File: src/rtl/mem_master_pkg.sv
// Shared definitions for the MEM burst master and the MEM block it drives.
package mem_master_pkg;
   localparam int unsigned MEM_WORDSIZE   = 8;
   localparam int unsigned MEM_ADDR_WIDTH = 9;

   typedef enum logic [1:0] {
      IDLE     = 2'd0,
      WR       = 2'd1,
      RD       = 2'd2,
      RD_DRAIN = 2'd3
   } state_t;
endpackage

File: src/rtl/mem_beat_counter.sv
// Burst base/beat-index registers; yields the wrapping address base+k and a last-beat flag.
module mem_beat_counter
   import mem_master_pkg::*;
#(
   parameter int unsigned ADDR_WIDTH = MEM_ADDR_WIDTH,
   parameter int unsigned BURST_BITS = 4
) (
   input  logic                  clk,
   input  logic                  rst_n,
   input  logic                  load,
   input  logic                  load_adv,
   input  logic                  advance,
   input  logic [ADDR_WIDTH-1:0] base_in,
   input  logic [BURST_BITS-1:0] len_in,
   output logic [ADDR_WIDTH-1:0] beat_addr,
   output logic                  last_beat
);
   logic [ADDR_WIDTH-1:0] base;
   logic [BURST_BITS-1:0] idx;
   logic [BURST_BITS-1:0] len;

   // load_adv starts at beat 1 when beat 0 is issued in the same cycle as the load
   always_ff @(posedge clk or negedge rst_n) begin
      if (!rst_n) begin
         base <= '0;
         idx  <= '0;
         len  <= '0;
      end else if (load) begin
         base <= base_in;
         len  <= len_in;
         idx  <= load_adv ? BURST_BITS'(1) : '0;
      end else if (advance) begin
         idx  <= idx + BURST_BITS'(1);
      end
   end

   assign beat_addr = base + ADDR_WIDTH'(idx);
   assign last_beat = (idx == len);
endmodule

File: src/rtl/mem_burst_master.sv
// Valid/ready command to MEM strobe converter with burst support and a 2-cycle read return path.
module mem_burst_master
   import mem_master_pkg::*;
#(
   parameter int unsigned WORDSIZE   = MEM_WORDSIZE,
   parameter int unsigned ADDR_WIDTH = MEM_ADDR_WIDTH,
   parameter int unsigned BURST_BITS = 4
) (
   input  logic                  clk,
   input  logic                  rst_n,
   input  logic                  req_valid,
   output logic                  req_ready,
   input  logic                  req_write,
   input  logic [ADDR_WIDTH-1:0] req_addr,
   input  logic [BURST_BITS-1:0] req_len,
   input  logic                  wdata_valid,
   output logic                  wdata_ready,
   input  logic [WORDSIZE-1:0]   wdata,
   output logic                  rsp_valid,
   output logic [WORDSIZE-1:0]   rsp_data,
   output logic                  rsp_last,
   output logic                  done,
   output logic                  mem_Enable,
   output logic                  mem_WE,
   output logic                  mem_RE,
   output logic [ADDR_WIDTH-1:0] mem_address,
   output logic [WORDSIZE-1:0]   mem_data_in,
   input  logic [WORDSIZE-1:0]   mem_data_out
);
   state_t                state;
   logic                  wr_fin;
   logic                  strobe_last;
   logic                  re_d;
   logic                  last_d;
   logic                  load;
   logic                  load_adv;
   logic                  advance;
   logic                  wr_accept;
   logic [ADDR_WIDTH-1:0] beat_addr;
   logic                  last_beat;

   assign load      = (state == IDLE) && req_valid && req_ready;
   assign load_adv  = load && !req_write;
   assign wr_accept = (state == WR) && !wr_fin && wdata_valid && wdata_ready;
   assign advance   = wr_accept || (state == RD);

   mem_beat_counter #(
      .ADDR_WIDTH (ADDR_WIDTH),
      .BURST_BITS (BURST_BITS)
   ) u_beat_counter (
      .clk       (clk),
      .rst_n     (rst_n),
      .load      (load),
      .load_adv  (load_adv),
      .advance   (advance),
      .base_in   (req_addr),
      .len_in    (req_len),
      .beat_addr (beat_addr),
      .last_beat (last_beat)
   );

   always_ff @(posedge clk or negedge rst_n) begin
      if (!rst_n) begin
         state       <= IDLE;
         req_ready   <= 1'b1;
         wdata_ready <= 1'b0;
         rsp_valid   <= 1'b0;
         rsp_last    <= 1'b0;
         rsp_data    <= '0;
         done        <= 1'b0;
         mem_Enable  <= 1'b0;
         mem_WE      <= 1'b0;
         mem_RE      <= 1'b0;
         mem_address <= '0;
         mem_data_in <= '0;
         wr_fin      <= 1'b0;
         strobe_last <= 1'b0;
         re_d        <= 1'b0;
         last_d      <= 1'b0;
      end else begin
         mem_Enable  <= 1'b0;
         mem_WE      <= 1'b0;
         mem_RE      <= 1'b0;
         rsp_valid   <= 1'b0;
         rsp_last    <= 1'b0;
         done        <= 1'b0;
         strobe_last <= 1'b0;
         // read return: strobe -> MEM register -> rsp register
         re_d        <= mem_RE;
         last_d      <= mem_RE && strobe_last;
         if (re_d) begin
            rsp_valid <= 1'b1;
            rsp_data  <= mem_data_out;
            rsp_last  <= last_d;
         end

         case (state)
            IDLE: begin
               if (req_valid && req_ready) begin
                  req_ready <= 1'b0;
                  if (req_write) begin
                     wdata_ready <= 1'b1;
                     state       <= WR;
                  end else begin
                     mem_Enable  <= 1'b1;
                     mem_RE      <= 1'b1;
                     mem_address <= req_addr;
                     strobe_last <= (req_len == '0);
                     state       <= (req_len == '0) ? RD_DRAIN : RD;
                  end
               end
            end
            WR: begin
               if (wr_fin) begin
                  wr_fin    <= 1'b0;
                  done      <= 1'b1;
                  req_ready <= 1'b1;
                  state     <= IDLE;
               end else if (wr_accept) begin
                  mem_Enable  <= 1'b1;
                  mem_WE      <= 1'b1;
                  mem_address <= beat_addr;
                  mem_data_in <= wdata;
                  if (last_beat) begin
                     wdata_ready <= 1'b0;
                     wr_fin      <= 1'b1;
                  end
               end
            end
            RD: begin
               mem_Enable  <= 1'b1;
               mem_RE      <= 1'b1;
               mem_address <= beat_addr;
               strobe_last <= last_beat;
               if (last_beat) state <= RD_DRAIN;
            end
            RD_DRAIN: begin
               if (re_d && last_d) begin
                  done      <= 1'b1;
                  req_ready <= 1'b1;
                  state     <= IDLE;
               end
            end
            default: state <= IDLE;
         endcase
      end
   end
endmodule

File: config.mk
export PLATFORM = sky130hd
export DESIGN_NAME = mem_burst_master
export DESIGN_NICKNAME = d
export VERILOG_FILES = /design/src/rtl/mem_master_pkg.sv /design/src/rtl/mem_beat_counter.sv /design/src/rtl/mem_burst_master.sv
export SDC_FILE = /design/constraint.sdc
export NUM_CORES = 1
export LEC_CHECK = 0
export CAP_MARGIN = 5
export CORE_UTILIZATION = 30
export DETAILED_ROUTE_END_ITERATION = 8
export PLACE_DENSITY = 0.62
export SYNTH_ARGS = -nofsm -noshare
export SYNTH_HDL_FRONTEND = slang
export SYNTH_SLANG_ARGS = --single-unit
export TNS_END_PERCENT = 50
File: constraint.sdc
create_clock -name clk -period 2.5 [get_ports clk]
set_clock_uncertainty 0.1 [all_clocks]
set_input_delay 0.5 -clock clk [delete_from_list [all_inputs] [get_ports clk]]
set_output_delay 0.5 -clock clk [all_outputs]
set_load 0.02 [all_outputs]
==> results of run 1 <==
[how the worst max path moves through the flow]
stage	slack, ns	startpoint	endpoint
floorplan	0.51	u_beat_counter.idx[0]$_DFFE_PN0P_	mem_address[6]$_DFFE_PN0P_
global placement	0.38	req_valid	state[0]$_DFFE_PN0P_
detailed placement	0.31	u_beat_counter.idx[0]$_DFFE_PN0P_	mem_address[6]$_DFFE_PN0P_
CTS	0.29	u_beat_counter.idx[0]$_DFFE_PN0P_	mem_address[6]$_DFFE_PN0P_
global route	0.15	u_beat_counter.idx[0]$_DFFE_PN0P_	mem_address[8]$_DFFE_PN0P_
finish	0.28	u_beat_counter.idx[0]$_DFFE_PN0P_	mem_address[6]$_DFFE_PN0P_
[placed cells by master (no fill, tap or decap), types with 2 or more instances in the layout]
master / count
nand2b_1: 5
o21ai_1: 2
nand3_1: 8
ha_1: 11
a21oi_1: 11
buf_4: 5
xor2_1: 11
mux2_2: 8
nor2_1: 9
o21ai_0: 13
clkdlybuf4s50_1: 65
o221ai_1: 2
clkbuf_8: 5
mux2i_1: 3
and3_1: 2
inv_1: 13
nand2_1: 85
dfrtp_1: 55
[synth_stat cells (2+ instances only)]
cell type / count / area (um2)
nand2_1: 85 / 319
dfrtp_1: 55 / 1380
inv_1: 13 / 48.8
o21ai_0: 13 / 65.1
a21oi_1: 11 / 55.1
ha_1: 11 / 138
xor2_1: 11 / 96.3
nor2_1: 9 / 33.8
mux2_2: 8 / 90.1
nand3_1: 8 / 40.0
nand2b_1: 5 / 31.3
buf_2: 4 / 20.0
mux2i_1: 3 / 30.0
and3_1: 2 / 12.5
buf_4: 2 / 15.0
clkbuf_1: 2 / 7.51
o21ai_1: 2 / 10.0
o221ai_1: 2 / 17.5
[worst max-delay path, stage by stage, from the launching register on]
cell	delay (ns)
dfrtp_1	0.47
ha_1	0.23
inv_1	0.06
fa_1	0.39
nand2b_1	0.15
a21oi_1	0.26
nand3_1	0.14
xor2_1	0.17
o221ai_1	0.13
[registers in the layout (all words and copies together) (netlist names), 2 cells and up]
name,cells
mem_address,9
u_beat_counter.base,9
mem_data_in,8
rsp_data,8
u_beat_counter.idx,4
u_beat_counter.len,4
state,2
[cells by family (layout without fill, tap and decap cells)]
group,count (synthesis),count (layout),share of synthesized area [%]
adder cells (fa/ha/maj),12,12,5.93
AND/OR/NAND/NOR,121,121,20.2
flip-flops,56,56,52.8
multiplexers,11,11,4.52
AO/OA/AOI/OAI,39,39,9.09
buffers and inverters,22,93,3.58
XOR/XNOR,12,12,3.95
[area by class of cell]
class / count / area (um2) / area share [%]
flip-flops and latches: 56 / 1400 / 39.5
multi-input cells: 195 / 1160 / 32.7
repair buffers: 72 / 713 / 20.1
well taps: 105 / 131 / 3.70
clock buffers: 5 / 68.8 / 1.94
inverters: 13 / 48.8 / 1.37
clock inverters: 3 / 27.5 / 0.775
[through the flow]
step                      worst slack [ns]  total power [mW]
final                                0.282              4.60
after global placement               0.384              4.05
after floorplan                      0.511              3.19
after global routing                 0.148              5.00
after CTS                            0.287              4.66
after detailed placement             0.306              4.10
[where the power goes]
part,total (mW),switching [mW],internal [mW]
clock,0.537,0.330,0.207
combinational,2.43,1.30,1.13
sequential,1.64,0.311,1.32
total,4.60,1.94,2.67
[metal layers]
| layer | track usage, % | vias up | routed length, um |
|---|---|---|---|
| li1 | - | 1039 | - |
| met1 | 19.5 | 997 | 2840 |
| met2 | 23.1 | 40 | 2830 |
| met3 | 1.66 | 5 | 202 |
| met4 | 4.85 | 0 | 59 |
| met5 | 0 | - | 0 |
==> impl_metrics.yaml, run 1 <==
power_and_ir_drop:
  p_leak_nw: 1.65
  peakVddDrop_v: 0.000404
  p_per_area_nw_per_um2: 1300
finish:
  drive_above_1_share_pct: 8.72
  fill_cells: 829
  instances_no_fill: 449
  design_area_um2: 3550
  fin_nets: 389
  diodes: 0
  area_growth_pct: 33.7
  final_util_pct: 42.4
die:
  die-height_um: 96.1
  fp-row-count: 33
  start_util_pct: 31.7
  die_area_um2: 9240
  io_pins: 67
  core-area_um2: 8380
  die-width_um: 96.1
detailed_routing:
  wirelength_um: 5930
  firstDrtPassIters: 4
  drt-initial-drc-count: 117
  route.detailed.drc: 0
  route.detailed.wl_per_inst_um: 13.2
  via_per_inst: 4.63
  vias: 2081
  ant_nets: 0
synthesis:
  synth_edf_count: 0
  async_reset_ff_share_pct: 100
  synthDistinctLibCells: 45
  yosysWarnings: 0
  ys_seq_area_share_pct: 52.8
  avgSynthCellArea_um2: 9.73
  ys_ff_latch: 56
  syn-num-nets: 319
  synthesis.instances: 273
  syn-cell-area_um2: 2660
  synth_ff_type: "dfrtp_1"
setup_path:
  timing.rr.start: "u_beat_counter.idx[0]$_DFFE_PN0P_"
  cp-start-kind: "flip-flop"
  crit_required_ns: 2.60
  cp_max_fo: 5
  crit_type: "reg -> reg"
  endpoint_kind: "flip-flop"
  ff2ff_path_depth: 8
  regToRegSetupSlack_ns: 0.28
  arrival_ns: 2.32
  r2r-end: "mem_address[6]$_DFFE_PN0P_"
clock_network:
  cts_tree: "done"
  cts_max_level: 2
  post_cts_resized: 0
  clk_latency_ns: 0.32
  cts_made_buffers: 5
  cts_sinks: 56
  clk_pin_slew_ns: 0.11
  cts-root-buf: "clkbuf_8"
  hold_buffers: 0
  cts_buffer_depth: 2
  postCtsSetupBuffers: 0
timing:
  slew_headroom_pct: 59.0
  hold_viol_final: 0
  period_minus_slack_ns: 2.22
  final_max_slew_viol_count: 0
  holdWs_ns: 0.0772
  timing.fmax_ghz: 0.451
  tightest_slew_ns: 0.614
  post-route-period-util_pct: 88.7
  setup_tns_ns: 0
  finalSetupViolCount: 0
  rsz0062_at_grt: "false"
global_route:
  grt_max_degree: 33
  antenna_found_initial: 0
  grt_pass1_wl_um: 10000
  first_global_vias: 2052
  track_usage_pct: 14.2
  grt_remaining_overflow: 0
placement:
  dp_hpwl_um: 4510
  placed_cell_area_um2: 3460
  dp.cells: 441
  gp_congestion: 0.792
  portBuffers: 66
run_status:
  outcome: "finished, final reports clean"
flow_run:
  maxCapViolCount: 0
min_path:
  min_path_type: "in -> async"
Note: power is estimated with default switching activity, not from simulation.
==> inputs of run 2 (changes only) <==
--- a/config.mk
+++ b/config.mk
@@ -9,6 +9,7 @@
 export CORE_UTILIZATION = 30
 export DETAILED_ROUTE_END_ITERATION = 8
 export PLACE_DENSITY = 0.62
+export SKIP_LAST_GASP = 1
 export SYNTH_ARGS = -nofsm -noshare
 export SYNTH_HDL_FRONTEND = slang
 export SYNTH_SLANG_ARGS = --single-unit
==> results of run 2 <==
Same layout as run 1: the final DEF is identical, and so are final timing and power.
==> inputs of run 3 (changes only) <==
--- a/config.mk
+++ b/config.mk
@@ -6,9 +6,10 @@
 export NUM_CORES = 1
 export LEC_CHECK = 0
 export CAP_MARGIN = 5
-export CORE_UTILIZATION = 30
+export CORE_ASPECT_RATIO = 0.6
+export CORE_UTILIZATION = 45
 export DETAILED_ROUTE_END_ITERATION = 8
-export PLACE_DENSITY = 0.62
+export PLACE_DENSITY = 0.83
 export SKIP_LAST_GASP = 1
 export SYNTH_ARGS = -nofsm -noshare
 export SYNTH_HDL_FRONTEND = slang
==> run 3 against run 2 <==
Register-to-register slack is essentially flat. Highest routed layer unchanged. Largest cell class unchanged. Critical path type unchanged. Hold slack gained 0.0038 ns. Via count grew 2.4%. Critical endpoint unchanged. Sequential cell count is the same. Final cell count shrank 5.6%. Sequential power is essentially flat.
==> impl_metrics.yaml, run 3 (synthesis gave the netlist of run 1 again) <==
finish:
  fill_cells: 509
  fin_nets: 389
  diodes: 0
  instances_no_fill: 424
  area_growth_pct: 32.7
  drive_above_1_share_pct: 8.72
  layout_common_cells: "nand2_1 (85), clkdlybuf4s50_1 (65), dfrtp_1 (55)"
  layout.cells.most_common: "nand2_1"
  top_regs: "mem_address x9, u_beat_counter.base x9"
timing:
  post-route-period-util_pct: 89.0
  setup_tns_ns: 0
  period_minus_slack_ns: 2.23
  holdWs_ns: 0.0809
  finalSetupViolCount: 0
  rsz0062_at_grt: "false"
  final_max_slew_viol_count: 0
  slew_headroom_pct: 60.1
  hold_viol_final: 0
  tightest_slew_ns: 0.599
  timing.fmax_ghz: 0.449
global_route:
  grt_remaining_overflow: 0
  track_usage_pct: 20.5
  first_global_vias: 2037
  grt_max_degree: 28
  grt_pass1_wl_um: 9710
  antenna_found_initial: 0
placement:
  dp.cells: 416
  dp_hpwl_um: 4290
  portBuffers: 66
  gp_congestion: 0.860
clock_network:
  clk_latency_ns: 0.31
  cts_made_buffers: 5
  hold_buffers: 0
  cts_sinks: 56
  postCtsSetupBuffers: 0
  cts_buffer_depth: 2
  cts_tree: "done"
  cts_max_level: 2
  cts-root-buf: "clkbuf_8"
  post_cts_resized: 0
  clk_pin_slew_ns: 0.10
power_and_ir_drop:
  p_per_area_nw_per_um2: 1330
  peakVddDrop_v: 0.000645
  p_int_mw: 2.75
  p_leak_nw: 1.66
  swShare_pct: 41.3
  clkPwrFrac_pct: 12.8
  switching_power_mw: 1.94
  p_seq_share_pct: 35.2
  p_comb_share_pct: 51.9
detailed_routing:
  vias: 2130
  route.detailed.drc: 0
  firstDrtPassIters: 4
  drt-initial-drc-count: 89
  wirelength_um: 5810
  route.detailed.wl_per_inst_um: 13.7
  via_per_inst: 5.02
  ant_nets: 0
min_path:
  min_path_type: "in -> async"
die:
  start_util_pct: 47.3
  die-height_um: 61.5
  die_area_um2: 6230
  fp-row-count: 21
  die-width_um: 101
  io_pins: 67
  core-area_um2: 5620
setup_path:
  endpoint_kind: "flip-flop"
  crit_type: "reg -> reg"
  arrival_ns: 2.35
  crit_required_ns: 2.63
  cp_max_fo: 5
  cp-start-kind: "flip-flop"
run_status:
  outcome: "finished, final reports clean"
flow_run:
  maxCapViolCount: 0
==> run 3: critical path, stage by stage (launching register included) <==
cell,delay [ns]
dfrtp_1,0.47
ha_1,0.23
inv_1,0.06
fa_1,0.40
nand2b_1,0.18
a21oi_1,0.25
nand3_1,0.13
xor2_1,0.15
o221ai_1,0.17
==> run 3: final cells by class <==
type	instances	area (um2)	area share [%]
inverter	13	48.8	1.38
clock buffer	5	68.8	1.95
timing repair buffer	72	701	19.9
sequential	56	1400	39.8
clock inverter	3	46.3	1.31
tap	80	100	2.84
multi-input combinational	195	1160	32.9
==> run 3: final timing paths <==
path	slack [ns]	startpoint	end	cells past startpoint
worst max-delay path	0.27	u_beat_counter.idx[0]$_DFFE_PN0P_	mem_address[6]$_DFFE_PN0P_	8
worst min-delay path	0.08	rst_n	mem_address[7]$_DFFE_PN0P_	1
worst max register to register	0.27	u_beat_counter.idx[0]$_DFFE_PN0P_	mem_address[6]$_DFFE_PN0P_	8
worst min register to register	0.32	mem_RE$_DFF_PN0_	re_d$_DFF_PN0_	0
max in group asynchronous	1.51	rst_n	req_ready$_DFFE_PN1P_	2
min in group clk	0.32	mem_RE$_DFF_PN0_	re_d$_DFF_PN0_	0
==> run 3: stage by stage <==
stage,total power [mW],area (um2),setup slack [ns],utilization [%]
after floorplan,3.19,2660,0.511,-
after global placement,4.00,3410,0.329,60.7
after detailed placement,4.07,3410,0.266,60.7
after CTS,4.70,3530,0.269,62.7
after global routing,5.06,3530,0.109,62.7
final,4.68,3530,0.275,62.7
==> run 3: metal layers <==
metal	vias up	track usage, %	share of wire (%)
met4	0	6.83	1.1
met5	-	0	0
met1	1019	30.4	51
met2	64	30.7	42
met3	7	3.63	5.3
li1	1040	-	-
==> run 3: power by group through the flow <==
stage / Sequential (mW) / Combinational, mW / Clock (mW)
floorplan: 1.86 / 1.33 / 0
global route: 1.70 / 2.70 / 0.652
global placement: 1.64 / 2.36 / 0
detailed placement: 1.66 / 2.41 / 0
CTS: 1.65 / 2.43 / 0.611
finish: 1.65 / 2.43 / 0.601
